File: src/rtl/uart_tx_sched.sv
// Round-robin scheduler that shares one 16x-oversampled UART transmitter among NREQ byte sources.
// Define UART_TX_PARITY_EN to insert an even-parity bit between the data bits and the stop bit.
module uart_tx_sched #(
  parameter int NREQ    = 4,
  parameter int CW      = 16,
  parameter int DIV_RST = 26
) (
  input  logic                sys_clk,
  input  logic                sys_rst_l,
  input  logic [CW-1:0]       div_val,
  input  logic                div_load,
  input  logic [NREQ-1:0]     req,
  input  logic [NREQ-1:0]     last,
  input  logic [8*NREQ-1:0]   data,
  output logic [NREQ-1:0]     ack,
  output logic [NREQ-1:0]     gnt,
  output logic                txd,
  output logic                busy
);

  localparam int IW = (NREQ > 1) ? $clog2(NREQ) : 1;

`ifdef UART_TX_PARITY_EN
  typedef enum logic [2:0] {S_IDLE, S_START, S_DATA, S_PARITY, S_STOP} state_t;
`else
  typedef enum logic [2:0] {S_IDLE, S_START, S_DATA, S_STOP} state_t;
`endif

  state_t          state_q, state_nx;
  logic [CW-1:0]   div_q, cnt_q, pend_q;
  logic            pend_v;
  logic            tick, bit_done;
  logic [IW-1:0]   ptr_q, own_q, win_idx, cap_idx;
  logic            win_v;
  logic [NREQ-1:0] win_oh, gnt_q, ack_q;
  logic [7:0]      sh_q, cap_byte;
  logic [3:0]      bcnt_q;
  logic [2:0]      dcnt_q;
  logic            last_q;
  logic            grant_go, cont_go, release_go;
`ifdef UART_TX_PARITY_EN
  logic            par_q;
`endif

  assign tick     = (cnt_q == div_q);
  assign bit_done = tick && (bcnt_q == 4'd15);
  assign win_oh   = {{(NREQ-1){1'b0}}, 1'b1} << win_idx;
  assign cap_idx  = grant_go ? win_idx : own_q;
  assign cap_byte = data[{cap_idx, 3'b000} +: 8];
  assign ack      = ack_q;
  assign gnt      = gnt_q;
  assign busy     = (state_q != S_IDLE);

  // Search starts at the round-robin pointer and wraps modulo NREQ.
  always_comb begin
    logic [3:0] j;
    j       = '0;
    win_v   = 1'b0;
    win_idx = '0;
    for (int k = 0; k < NREQ; k++) begin
      j = 4'(ptr_q) + 4'(k);
      if (j >= 4'(NREQ)) j = j - 4'(NREQ);
      if (!win_v && req[j[IW-1:0]]) begin
        win_v   = 1'b1;
        win_idx = j[IW-1:0];
      end
    end
  end

  always_comb begin
    state_nx   = state_q;
    grant_go   = 1'b0;
    cont_go    = 1'b0;
    release_go = 1'b0;
    case (state_q)
      S_IDLE: begin
        if (win_v) begin
          state_nx = S_START;
          grant_go = 1'b1;
        end
      end
      S_START: if (bit_done) state_nx = S_DATA;
      S_DATA: begin
        if (bit_done && dcnt_q == 3'd7) begin
`ifdef UART_TX_PARITY_EN
          state_nx = S_PARITY;
`else
          state_nx = S_STOP;
`endif
        end
      end
`ifdef UART_TX_PARITY_EN
      S_PARITY: if (bit_done) state_nx = S_STOP;
`endif
      S_STOP: begin
        if (bit_done) begin
          // A stalled source (req low before its last byte) loses the line.
          if (!last_q && req[own_q]) begin
            state_nx = S_START;
            cont_go  = 1'b1;
          end else begin
            state_nx   = S_IDLE;
            release_go = 1'b1;
          end
        end
      end
      default: state_nx = S_IDLE;
    endcase
  end

  always_comb begin
    txd = 1'b1;
    case (state_q)
      S_START:  txd = 1'b0;
      S_DATA:   txd = sh_q[0];
`ifdef UART_TX_PARITY_EN
      S_PARITY: txd = par_q;
`endif
      default:  txd = 1'b1;
    endcase
  end

  always_ff @(posedge sys_clk or negedge sys_rst_l) begin
    if (!sys_rst_l) state_q <= S_IDLE;
    else            state_q <= state_nx;
  end

  always_ff @(posedge sys_clk or negedge sys_rst_l) begin
    if (!sys_rst_l) begin
      ptr_q  <= '0;
      own_q  <= '0;
      gnt_q  <= '0;
      ack_q  <= '0;
      sh_q   <= '0;
      bcnt_q <= '0;
      dcnt_q <= '0;
      last_q <= 1'b0;
`ifdef UART_TX_PARITY_EN
      par_q  <= 1'b0;
`endif
    end else begin
      ack_q <= '0;
      if (grant_go || cont_go) begin
        if (grant_go) begin
          own_q <= win_idx;
          gnt_q <= win_oh;
          ack_q <= win_oh;
        end else begin
          ack_q <= gnt_q;
        end
        sh_q   <= cap_byte;
        last_q <= last[cap_idx];
        bcnt_q <= '0;
        dcnt_q <= '0;
`ifdef UART_TX_PARITY_EN
        par_q  <= ^cap_byte;
`endif
      end else if (release_go) begin
        gnt_q  <= '0;
        ptr_q  <= (own_q == IW'(NREQ-1)) ? '0 : own_q + 1'b1;
        bcnt_q <= '0;
      end else if (tick && state_q != S_IDLE) begin
        bcnt_q <= bcnt_q + 1'b1;
        if (state_q == S_DATA && bcnt_q == 4'd15) begin
          sh_q   <= sh_q >> 1;
          dcnt_q <= dcnt_q + 1'b1;
        end
      end
    end
  end

  // Divider changes while a frame is on the line wait until the line goes idle.
  always_ff @(posedge sys_clk or negedge sys_rst_l) begin
    if (!sys_rst_l) begin
      div_q  <= CW'(DIV_RST);
      cnt_q  <= '0;
      pend_q <= '0;
      pend_v <= 1'b0;
    end else begin
      cnt_q <= tick ? '0 : cnt_q + 1'b1;
      if (state_q == S_IDLE && div_load) begin
        div_q <= div_val;
        cnt_q <= '0;
      end else if (release_go) begin
        if (div_load) begin
          div_q <= div_val;
          cnt_q <= '0;
        end else if (pend_v) begin
          div_q <= pend_q;
          cnt_q <= '0;
        end
        pend_v <= 1'b0;
      end else if (div_load) begin
        pend_q <= div_val;
        pend_v <= 1'b1;
      end
    end
  end

endmodule

File: config.mk
export PLATFORM = sky130hd
export DESIGN_NAME = uart_tx_sched
export DESIGN_NICKNAME = d
export VERILOG_FILES = /design/src/rtl/uart_tx_sched.sv
export SDC_FILE = /design/constraint.sdc
export NUM_CORES = 1
export LEC_CHECK = 0
export ABC_AREA = 1
export CAP_MARGIN = 25
export CELL_PAD_IN_SITES_DETAIL_PLACEMENT = 2
export CELL_PAD_IN_SITES_GLOBAL_PLACEMENT = 2
export CORE_AREA = 2 2 126 128
export DETAILED_ROUTE_END_ITERATION = 10
export DIE_AREA = 0 0 128 130
export PLACE_DENSITY_LB_ADDON = 0.1
export RECOVER_POWER = 50
export REMOVE_ABC_BUFFERS = 1
export SLEW_MARGIN = 20
export SYNTH_ARGS = -nofsm -noshare
export SYNTH_HDL_FRONTEND = slang
export SYNTH_SLANG_ARGS = --single-unit
File: constraint.sdc
create_clock -name sys_clk -period 2.5 [get_ports sys_clk]
set_input_delay 0.25 -clock sys_clk [delete_from_list [all_inputs] [get_ports sys_clk]]
set_output_delay 0.25 -clock sys_clk [all_outputs]
set_load 0.005 [all_outputs]
**After elaboration in Yosys (flattened, before gate mapping)**

Cells that the tools add are included.

- Input port bits: 59
- Output and inout bits: 10
- Register bits: 80
- Bits in read-only memories: 0
- Memory bits (writable): 0
- Memories: 0
- Bits in latches: 0

- Muxes and demuxes: 67
- Order comparisons: 10
- Multiply operators: 0
- Add/sub/neg operators: 11
- Reduce and logical (&&, ||, !) cells: 29
- Div/mod/pow operators: 0
- Shifts and indexed selects: 2
- Equality and inequality tests: 12
- Bitwise operators: 3

Operator list:

| operator | number |
|---|---|
| $mux 16 | 9 |
| $mux 8 | 4 |
| $shiftx 32x6->8 | 1 |
| $mux 4 | 7 |
| $mux 3 | 8 |
| $mux 1 | 21 |
| $mux 2 | 10 |
| $lt 2x3->1 const B | 6 |
| $add 16x1->16 const B | 1 |
| $eq 16x16->1 | 1 |
| $bmux 1 s2 | 6 |
| $pmux 3 s4 | 1 |
| $reduce_bool 2->1 | 5 |
| $ge 3x3->1 const B | 3 |
| $logic_and 1x1->1 | 9 |
| $reduce_bool 3->1 | 3 |
| $ne 2x2->1 const B | 4 |
| $sub 2x1->2 const B | 4 |
| $add 2x2->3 const B | 2 |
| $eq 3x2->1 const B | 2 |
| $reduce_and 2->1 | 3 |
| $reduce_and 3->1 | 2 |
| $add 4x1->4 const B | 1 |
| $eq 4x4->1 const B | 1 |
| other kinds (15) | 20 |

**Longest topological paths before layout**

Gate-level depths: netlist of run 1.

- Depth in word-level cells: 19
- Gate-level depth with buffers: 17

**Least setup slack after synthesis of run 1**

OpenSTA, ideal clock, no wires.

- Kind: reg2reg
- From: reg ptr_q[0]
- To: reg sh_q[4]
- Arrival: 1707 ps
- Buffers on the path: 2
- Path slack: 677 ps
- Required time: 2384 ps
- Clock period less this slack: 1823 ps
- Cell stages (with the launch flop): 17
- Path through: dfrtp_1 > buf_4 > nand2_1 > nand2_1 > nand2_4 > nand2_2 > nor2_8 > nand3_4 > nand2_8 > nand2_2 > buf_4 > nand3_1 > nand2_1 > nand2_1 > nand3_1 > nand2_1 > nand2_1

- Cells in the longest elaborated chain, start to end: 19
- Elaborated cells between the ends (all ways): 47
- Classes of those cells: add/sub (7); order compare (4); eq/ne (1); shift (1); mux (24); reduce/logical (10)

Ends and longest elaborated chain:

| item | line | source |
|---|---|---|
| start, declared | 33 | `logic [IW-1:0] ptr_q, own_q, win_idx, cap_idx;` |
| start signal, assigned | 160 | `ptr_q <= (own_q == IW'(NREQ-1)) ? '0 : own_q + 1'b1;` |
| parallel branches: the longest is 19 deep, another holds $add 2x1->3 | -- |  |
| end signal, assigned | 151 | `sh_q <= cap_byte;` |
| end signal, assigned | 165 | `sh_q <= sh_q >> 1;` |
| end, declared | 36 | `logic [7:0] sh_q, cap_byte;` |

Several ways; the timed one is not identified. The select of a mux whose other input is x is not followed.
A chain may end at the register's enable or synchronous reset.

**Final worst setup path of run 1**

Ends and elaborated chain as after synthesis.

==> results of run 1 <==
## power groups by stage
stage	Combinational (mW)	Clock [mW]	Sequential, mW
finish	2.59	1.40	2.03
global route	3.00	1.49	2.08
detailed placement	2.64	0	2.04
floorplan	1.72	0	1.93
global placement	2.53	0	2.03
CTS	2.67	1.44	2.04
## synth_stat cells, types with 5 or more instances
master,number,share of area
sky130_fd_sc_hd__nand2_1,182,0.14
sky130_fd_sc_hd__nand3_1,84,0.088
sky130_fd_sc_hd__dfrtp_1,76,0.40
sky130_fd_sc_hd__nor2_1,52,0.041
sky130_fd_sc_hd__inv_1,48,0.038
sky130_fd_sc_hd__xor2_1,17,0.031
sky130_fd_sc_hd__mux2_2,16,0.038
sky130_fd_sc_hd__o21ai_0,16,0.017
sky130_fd_sc_hd__o21ai_1,13,0.014
sky130_fd_sc_hd__a21oi_1,10,0.010
sky130_fd_sc_hd__inv_2,10,0.0078
sky130_fd_sc_hd__nand2_2,10,0.013
sky130_fd_sc_hd__ha_1,9,0.023
sky130_fd_sc_hd__nor3_1,8,0.0084
sky130_fd_sc_hd__buf_4,7,0.011
sky130_fd_sc_hd__buf_6,5,0.012
sky130_fd_sc_hd__clkbuf_1,5,0.0039
sky130_fd_sc_hd__nand2_4,5,0.012
## layout by cell type, fill, tap and decap left out, types with 6 or more instances in the layout
master / netlist / layout
sky130_fd_sc_hd__nand3_1: 84 / 84
sky130_fd_sc_hd__xor2_1: 17 / 17
sky130_fd_sc_hd__dlygate4sd3_1: 0 / 6
sky130_fd_sc_hd__a21oi_1: 10 / 10
sky130_fd_sc_hd__nand2_2: 10 / 10
sky130_fd_sc_hd__nor2_1: 52 / 52
sky130_fd_sc_hd__inv_1: 48 / 48
sky130_fd_sc_hd__mux2_2: 16 / 16
sky130_fd_sc_hd__dfrtp_1: 76 / 75
sky130_fd_sc_hd__o21ai_0: 16 / 16
sky130_fd_sc_hd__nor3_1: 8 / 8
sky130_fd_sc_hd__buf_4: 7 / 6
sky130_fd_sc_hd__clkbuf_16: 0 / 9
sky130_fd_sc_hd__clkdlybuf4s50_1: 0 / 62
sky130_fd_sc_hd__o21ai_1: 13 / 13
sky130_fd_sc_hd__ha_1: 9 / 9
sky130_fd_sc_hd__inv_2: 10 / 10
sky130_fd_sc_hd__nand2_1: 182 / 182
## per-stage QoR
stage	total power [mW]	util	cells
final	6.024	0.3875	884
after global routing	6.573	0.3875	884
after floorplan	3.646	-	597
after CTS	6.151	0.3877	884
after detailed placement	4.685	0.3670	867
after global placement	4.556	0.3670	867
## flip-flops by register name, indices dropped and copies added (netlist names), 2 cells and up
| name | count |
|---|---|
| cnt_q | 16 |
| div_q | 16 |
| pend_q | 16 |
| sh_q | 8 |
| ack | 4 |
| bcnt_q | 4 |
| gnt | 4 |
| dcnt_q | 3 |
| own_q | 2 |
| ptr_q | 2 |
| state_q | 2 |
## kinds of logic after synthesis
| logic type | Yosys count | synth area share |
|---|---|---|
| mux | 16 | 0.03759 |
| simple gates | 363 | 0.3516 |
| buf+inv | 82 | 0.08066 |
| compound gates | 49 | 0.05508 |
| xor+xnor | 21 | 0.03837 |
| fa+ha+maj | 9 | 0.02349 |
| flops | 79 | 0.4132 |
## repair_timing
item                                    in CTS  in global routing
hold endpoints to repair                    76                  0
buffers inserted                             0                  0
hold buffers                                 1                  0
endpoints found under the setup margin       0                 10
resized for setup                            0                  3
## worst min-delay path by stage
stage,endpoint,depth (start not counted)
CTS,pend_q[3]$_DFFE_PN0P_,2
detailed placement,pend_q[5]$_DFFE_PN0P_,2
global route,pend_q[5]$_DFFE_PN0P_,2
floorplan,ack[0]$_DFF_PN0_,0
global placement,pend_q[9]$_DFFE_PN0P_,2
finish,pend_q[3]$_DFFE_PN0P_,2
## critical path: cells and delay by family, from the launching register on
kind                   cells  cell delay, ns
AND/OR/NAND/NOR           13            1.25
flip-flops                 1            0.47
buffers and inverters      4            0.40
## area by class of cell
class,count,area share
multi-input combinational,458,0.4059
sequential,79,0.3316
timing repair buffer,79,0.1310
clock buffer,13,0.04522
tap,192,0.04019
inverter,60,0.03936
clock inverter,3,0.006699
## routing by layer
metal,vias to the layer above,share of wire,routed length [um],GRT usage
met5,-,0,0,0
met4,0,0.021,311,0.07369
met3,15,0.026,373,0.02665
met2,68,0.53,7716,0.3602
met1,2153,0.42,6096,0.2110
li1,2116,-,-,-
==> out/summary.txt, run 1 <==
YOSYS
------------------------------------------------------------------------------
Mapped Avg Cell Area                                                7.744 um^2
Top flip-flop cell by instance count after synthesis              sky130_fd_sc_hd__dfrtp_1
Number of instances in the synthesized netlist                             619
Register bit total from synthesis                                           79
Sequential share of the synthesized area                                0.4132
Library cells used by synthesis                                             43
Number of warnings printed during yosys synthesis                            0
FFs w/ async S/R, synth                                                  1.000
Post-Syn Area                                                     0.004793 mm^2
Number of enable-type register cells in the synthesized netlist              0

CRITICAL PATH
------------------------------------------------------------------------------
Worst Setup Start Kind                                                register
Worst Path Arrival                                                     2.48 ns
Max stage delay cell, worst path                                  sky130_fd_sc_hd__dfrtp_2
Worst flop-to-flop path endpoint                                  sh_q[4]$_DFFE_PN0P_
Startpoint of the worst setup timing path                         ptr_q[0]$_DFFE_PN0P_
Critical R2R Launch                                               ptr_q[0]$_DFFE_PN0P_
WS Path Type                                                           reg2reg
Crit path max fanout                                                        10
Endpoint type of the worst setup path                                 register
FF-to-FF path depth                                                         17
Critical-path cell list                                           buf_4 -> nand2_1 -> nand2_1 -> nand2_2 -> nand2_2 -> nor2_8 -> nand3_4 -> nand2_8 -> inv_8 -> nor2_2 -> inv_2 -> nand2_8 -> inv_4 -> nand2_1 -> nand3_1 -> nand2_1 -> nand2_1
Most frequent cell on the critical path                           sky130_fd_sc_hd__nand2_1
Endpoint of the most critical setup path                          sh_q[4]$_DFFE_PN0P_
Max stage delay on crit path                                           0.47 ns
Setup slack on the worst flop-to-flop path                             0.25 ns
Required time of the critical path                                     2.73 ns

FLOORPLAN
------------------------------------------------------------------------------
Die ar.                                                           0.01664 mm^2
Area of the core region                                           0.01542 mm^2
Initial standard-cell utilization of the core                           0.3108
Standard-cell row count                                                     46
Chip height                                                             130 um
Die span in x                                                           128 um
Num ports                                                                   69

CLOCKING
------------------------------------------------------------------------------
Clk sinks                                                                   79
Number of buffers created by CTS                                             9
Skew-Pair Late Insertion Delay                                         0.35 ns
Root Driver                                                       sky130_fd_sc_hd__clkbuf_16
Clock tree from TritonCTS                                                 done
Clock buffer depth                                                           2
H-tree depth reported by CTS                                                 3
Clock slew at reported path FFs                                        0.06 ns

DRT
------------------------------------------------------------------------------
Number of DRC markers in iteration 0                                       199
Number of vias in the routed layout                                      4,352
Post-detailed-route via-to-cell ratio                                    4.923
Routed WL per cell                                                    16.40 um
DRT Pass-1 Iters                                                             4
Number of nets still failing antenna checks after routing                    0
Total wire length                                                    14,500 um
Post-detailed-route DRC marker count                                         0

GRT
------------------------------------------------------------------------------
Vias in the first global route                                           4,927
Largest net degree at the start of global routing                           80
Global-route wire length before repair                               24,590 um
Total congestion overflow                                                    0
Initial antenna violation count                                              0
Global-route usage over all layers                                      0.1883

TIMING
------------------------------------------------------------------------------
Setup TNS                                                                 0 ns
Actual slew at the worst max-slew pin                                 1.175 ns
Final worst-path setup slack                                         0.2478 ns
Min Tclk post-route                                                   2.252 ns
Number of max-slew violations in the final report                            0
Number of hold violations in the final report                                0
Final period util                                                       0.9009
Peak Freq                                                            444.0 MHz
Final setup violation count                                                  0
Max-slew headroom at the worst pin                                      0.2168
Final worst hold slack                                               0.4743 ns
Final Skew                                                         0.006939 ns
RSZ-0062 raised after global routing                                     false

PWR
------------------------------------------------------------------------------
Clock group share of total power                                         0.232
Switching share of total power                                          0.4110
Comb power frac                                                          0.430
Maximum VDD drop                                                     0.4304 mV
P_int                                                                 3.548 mW
Static leakage power                                                  2.945 nW
Net switching power                                                   2.476 mW
Total power divided by cell area                                  1008 mW/mm^2
Part of the power in registers                                           0.338

FINAL LAYOUT
------------------------------------------------------------------------------
Layout cells sized above 1                                              0.1257
Number of diodes                                                             0
Finished layout cell area                                         0.005977 mm^2
Final layout net count                                                     755
Area occupied by multi-input gates                                0.002426 mm^2
Area delta synth->final                                                 24.69%
Sequential Area                                                   0.001982 mm^2
Fill cell instance count of the final layout                             1,785

RUN STATUS
------------------------------------------------------------------------------
Run status                                                        complete, no violations

WORST HOLD PATH
------------------------------------------------------------------------------
Type of the worst min-delay path                                       reg2reg
Worst Hold Launch                                                 pend_q[3]$_DFFE_PN0P_

PLACE
------------------------------------------------------------------------------
Area post-placement                                               0.005660 mm^2
Count of input and output buffers                                           68
Pre-CTS worst setup slack                                           0.07469 ns
Placer's final routability congestion estimate                          0.7840
Detail Placement HPWL                                                10,870 um

RUN
------------------------------------------------------------------------------
Number of violations of the max-capacitance limit                            0

Power figures use the tool's default switching activity.
==> inputs of run 2 (changes only) <==
--- a/config.mk
+++ b/config.mk
@@ -10,6 +10,7 @@
 export CELL_PAD_IN_SITES_DETAIL_PLACEMENT = 2
 export CELL_PAD_IN_SITES_GLOBAL_PLACEMENT = 2
 export CORE_AREA = 2 2 126 128
+export CTS_BUF_LIST = sky130_fd_sc_hd__clkbuf_4 sky130_fd_sc_hd__clkbuf_8 sky130_fd_sc_hd__clkbuf_16
 export DETAILED_ROUTE_END_ITERATION = 10
 export DIE_AREA = 0 0 128 130
 export PLACE_DENSITY_LB_ADDON = 0.1
==> out/summary.txt, run 2 (synthesis results as in run 1) <==
RUN STATUS
------------------------------------------------------------------------
Run status                                                  complete, no violations

CLOCKING
------------------------------------------------------------------------
Clock tree from TritonCTS                                           done
H-tree depth reported by CTS                                           3   unchanged
Clock buffer depth                                                     2   unchanged
Clock slew at reported path FFs                                  0.06 ns   about the same
Setup bufs post-CTS                                                    0   unchanged
Number of buffers created by CTS                                       9   unchanged
Skew-Pair Late Insertion Delay                                   0.35 ns   about the same
Root Driver                                                 sky130_fd_sc_hd__clkbuf_16
Clk sinks                                                             79   unchanged

GRT
------------------------------------------------------------------------
Initial antenna violation count                                        0   unchanged
Total congestion overflow                                              0   unchanged
Vias in the first global route                                     4,927   unchanged
Global-route wire length before repair                         24,590 um   unchanged
Global-route usage over all layers                                0.1883   unchanged
Largest net degree at the start of global routing                     80   unchanged

CRITICAL PATH
------------------------------------------------------------------------
Required time of the critical path                               2.73 ns   about the same
Worst Setup Start Kind                                          register
Endpoint type of the worst setup path                           register
Crit path max fanout                                                  10   unchanged
Most frequent cell on the critical path                     sky130_fd_sc_hd__nand2_1
Setup slack on the worst flop-to-flop path                       0.25 ns   about the same
Critical-path cell list                                     buf_4 -> nand2_1 -> nand2_1 -> nand2_2 -> nand2_2 -> nor2_8 -> nand3_4 -> nand2_8 -> inv_8 -> nor2_2 -> inv_2 -> nand2_8 -> inv_4 -> nand2_1 -> nand3_1 -> nand2_1 -> nand2_1
Critical R2R Launch                                         ptr_q[0]$_DFFE_PN0P_
Worst Path Arrival                                               2.48 ns   about the same
WS Path Type                                                     reg2reg
FF-to-FF path depth                                                   17   unchanged
Max stage delay on crit path                                     0.47 ns   about the same
Worst flop-to-flop path endpoint                            sh_q[4]$_DFFE_PN0P_
Max stage delay cell, worst path                            sky130_fd_sc_hd__dfrtp_2

DRT
------------------------------------------------------------------------
Total wire length                                              14,500 um   unchanged
Post-detailed-route via-to-cell ratio                              4.924   about the same
Number of nets still failing antenna checks after routing              0   unchanged
Routed WL per cell                                              16.40 um   unchanged
Post-detailed-route DRC marker count                                   0   unchanged
Number of DRC markers in iteration 0                                 199   unchanged
Number of vias in the routed layout                                4,353   +0.023%
DRT Pass-1 Iters                                                       4   unchanged

TIMING
------------------------------------------------------------------------
RSZ-0062 raised after global routing                               false
Peak Freq                                                      444.0 MHz   about the same
Max-slew headroom at the worst pin                                0.2167   about the same
Final Skew                                                   0.006606 ns   -0.0003330 ns
Setup TNS                                                           0 ns   unchanged
Final setup violation count                                            0   unchanged
Actual slew at the worst max-slew pin                           1.175 ns   +0.00008461 ns
Final period util                                                 0.9009   about the same
Number of max-slew violations in the final report                      0   unchanged
Min Tclk post-route                                             2.252 ns   -0.00004100 ns
Number of hold violations in the final report                          0   unchanged

WORST HOLD PATH
------------------------------------------------------------------------
Worst Hold Launch                                           pend_q[3]$_DFFE_PN0P_
Hold path cells                                                        2   unchanged
Sink of the worst hold path                                 pend_q[3]$_DFFE_PN0P_
Type of the worst min-delay path                                 reg2reg

FINAL LAYOUT
------------------------------------------------------------------------
Final layout net count                                               755   unchanged
Commonest non-fill, non-tap cell in the layout              sky130_fd_sc_hd__nand2_1
Area delta synth->final                                           24.77%   about the same
Most frequent cells in the layout                           sky130_fd_sc_hd__nand2_1 (182), sky130_fd_sc_hd__nand3_1 (84), sky130_fd_sc_hd__dfrtp_1 (75), sky130_fd_sc_hd__clkdlybuf4s50_1 (62), sky130_fd_sc_hd__nor2_1 (52)
Largest regs                                                cnt_q: 16 flops, div_q: 16 flops, pend_q: 16 flops
Number of diodes                                                       0   unchanged
Layout cells sized above 1                                        0.1272   +0.001445
Final core occ                                                    0.3877   about the same

FLOORPLAN
------------------------------------------------------------------------
Initial standard-cell utilization of the core                     0.3108   unchanged
Area of the core region                                     0.01542 mm^2   unchanged
Die span in x                                                     128 um   unchanged
Standard-cell row count                                               46   unchanged
Chip height                                                       130 um   unchanged
Die ar.                                                     0.01664 mm^2   unchanged
Num ports                                                             69   unchanged

PWR
------------------------------------------------------------------------
Maximum VDD drop                                               0.4304 mV   about the same
Total power divided by cell area                            1009 mW/mm^2   +0.13%
Static leakage power                                            2.948 nW   +0.12%

RUN
------------------------------------------------------------------------
Number of violations of the max-capacitance limit                      0   unchanged

PLACE
------------------------------------------------------------------------
Count of input and output buffers                                     68   unchanged
Placer's final routability congestion estimate                    0.7840   unchanged
Detail Placement HPWL                                          10,870 um   unchanged

## run 2: cell count changes in the layout (fill, tap and decap cells not counted)
cell and change:
sky130_fd_sc_hd__clkbuf_1 -1, sky130_fd_sc_hd__clkbuf_4 +1
## run 2: metal layers
layer,GRT usage,routed length [um]
met1,0.2110,6095
met2,0.3602,7718
met3,0.02665,373
met4,0.07369,311
met5,0,0
## run 2: how the worst max path moves through the flow
| stage | start | endpoint | cells after the start |
|---|---|---|---|
| 2_1_floorplan | cnt_q[4]$_DFF_PN0_ | div_q[12]$_DFFE_PN0P_ | 12 |
| 3_3_place_gp | req[3] | last_q$_DFFE_PN0N_ | 16 |
| 3_5_place_dp | req[3] | sh_q[7]$_DFFE_PN0P_ | 16 |
| 4_1_cts | cnt_q[14]$_DFF_PN0_ | sh_q[4]$_DFFE_PN0P_ | 13 |
| 5_1_grt | ptr_q[0]$_DFFE_PN0P_ | sh_q[7]$_DFFE_PN0P_ | 15 |
| 6_report | ptr_q[0]$_DFFE_PN0P_ | sh_q[4]$_DFFE_PN0P_ | 17 |
## run 2: where the power goes
group          internal, mW  switching (mW)  total [mW]  leakage, nW
Combinational         0.998            1.59        2.59         1.79
Clock                 0.864           0.545        1.41        0.159
Sequential             1.70           0.338        2.03        0.996
## run 2: layout make-up
class / instances / area [um^2]
Clock buffer: 13 / 274.0
Clock inverter: 3 / 40.04
Fill cell: 1786 / 9444
Inverter: 60 / 235.2
Multi-Input combinational cell: 458 / 2426
Sequential cell: 79 / 1982
Tap cell: 192 / 240.2
Timing Repair Buffer: 79 / 783.3
## run 2: per-stage QoR
stage	power, mW	cell area, um^2	setup slack (ns)	instances	hold slack [ns]
after floorplan	3.646	4642	0.2062	597	-0.04559
after global placement	4.556	5660	0.1703	867	0.3213
after detailed placement	4.685	5660	0.07469	867	0.3279
after CTS	6.162	5984	0.1508	884	0.4784
after global routing	6.584	5981	0.01747	884	0.5072
final	6.035	5981	0.2478	884	0.4743
## run 2: worst max-delay path: cells and delay by family (launching register included)
kind | cells | cell delay [ns]
buffers and inverters | 4 | 0.40
flip-flops | 1 | 0.47
AND/OR/NAND/NOR | 13 | 1.25
## run 2: repair_timing
action	in CTS	in global routing
setup endpoints to repair	0	10
hold buffers	1	0
resized for setup	0	3
endpoints found under the hold margin	76	0
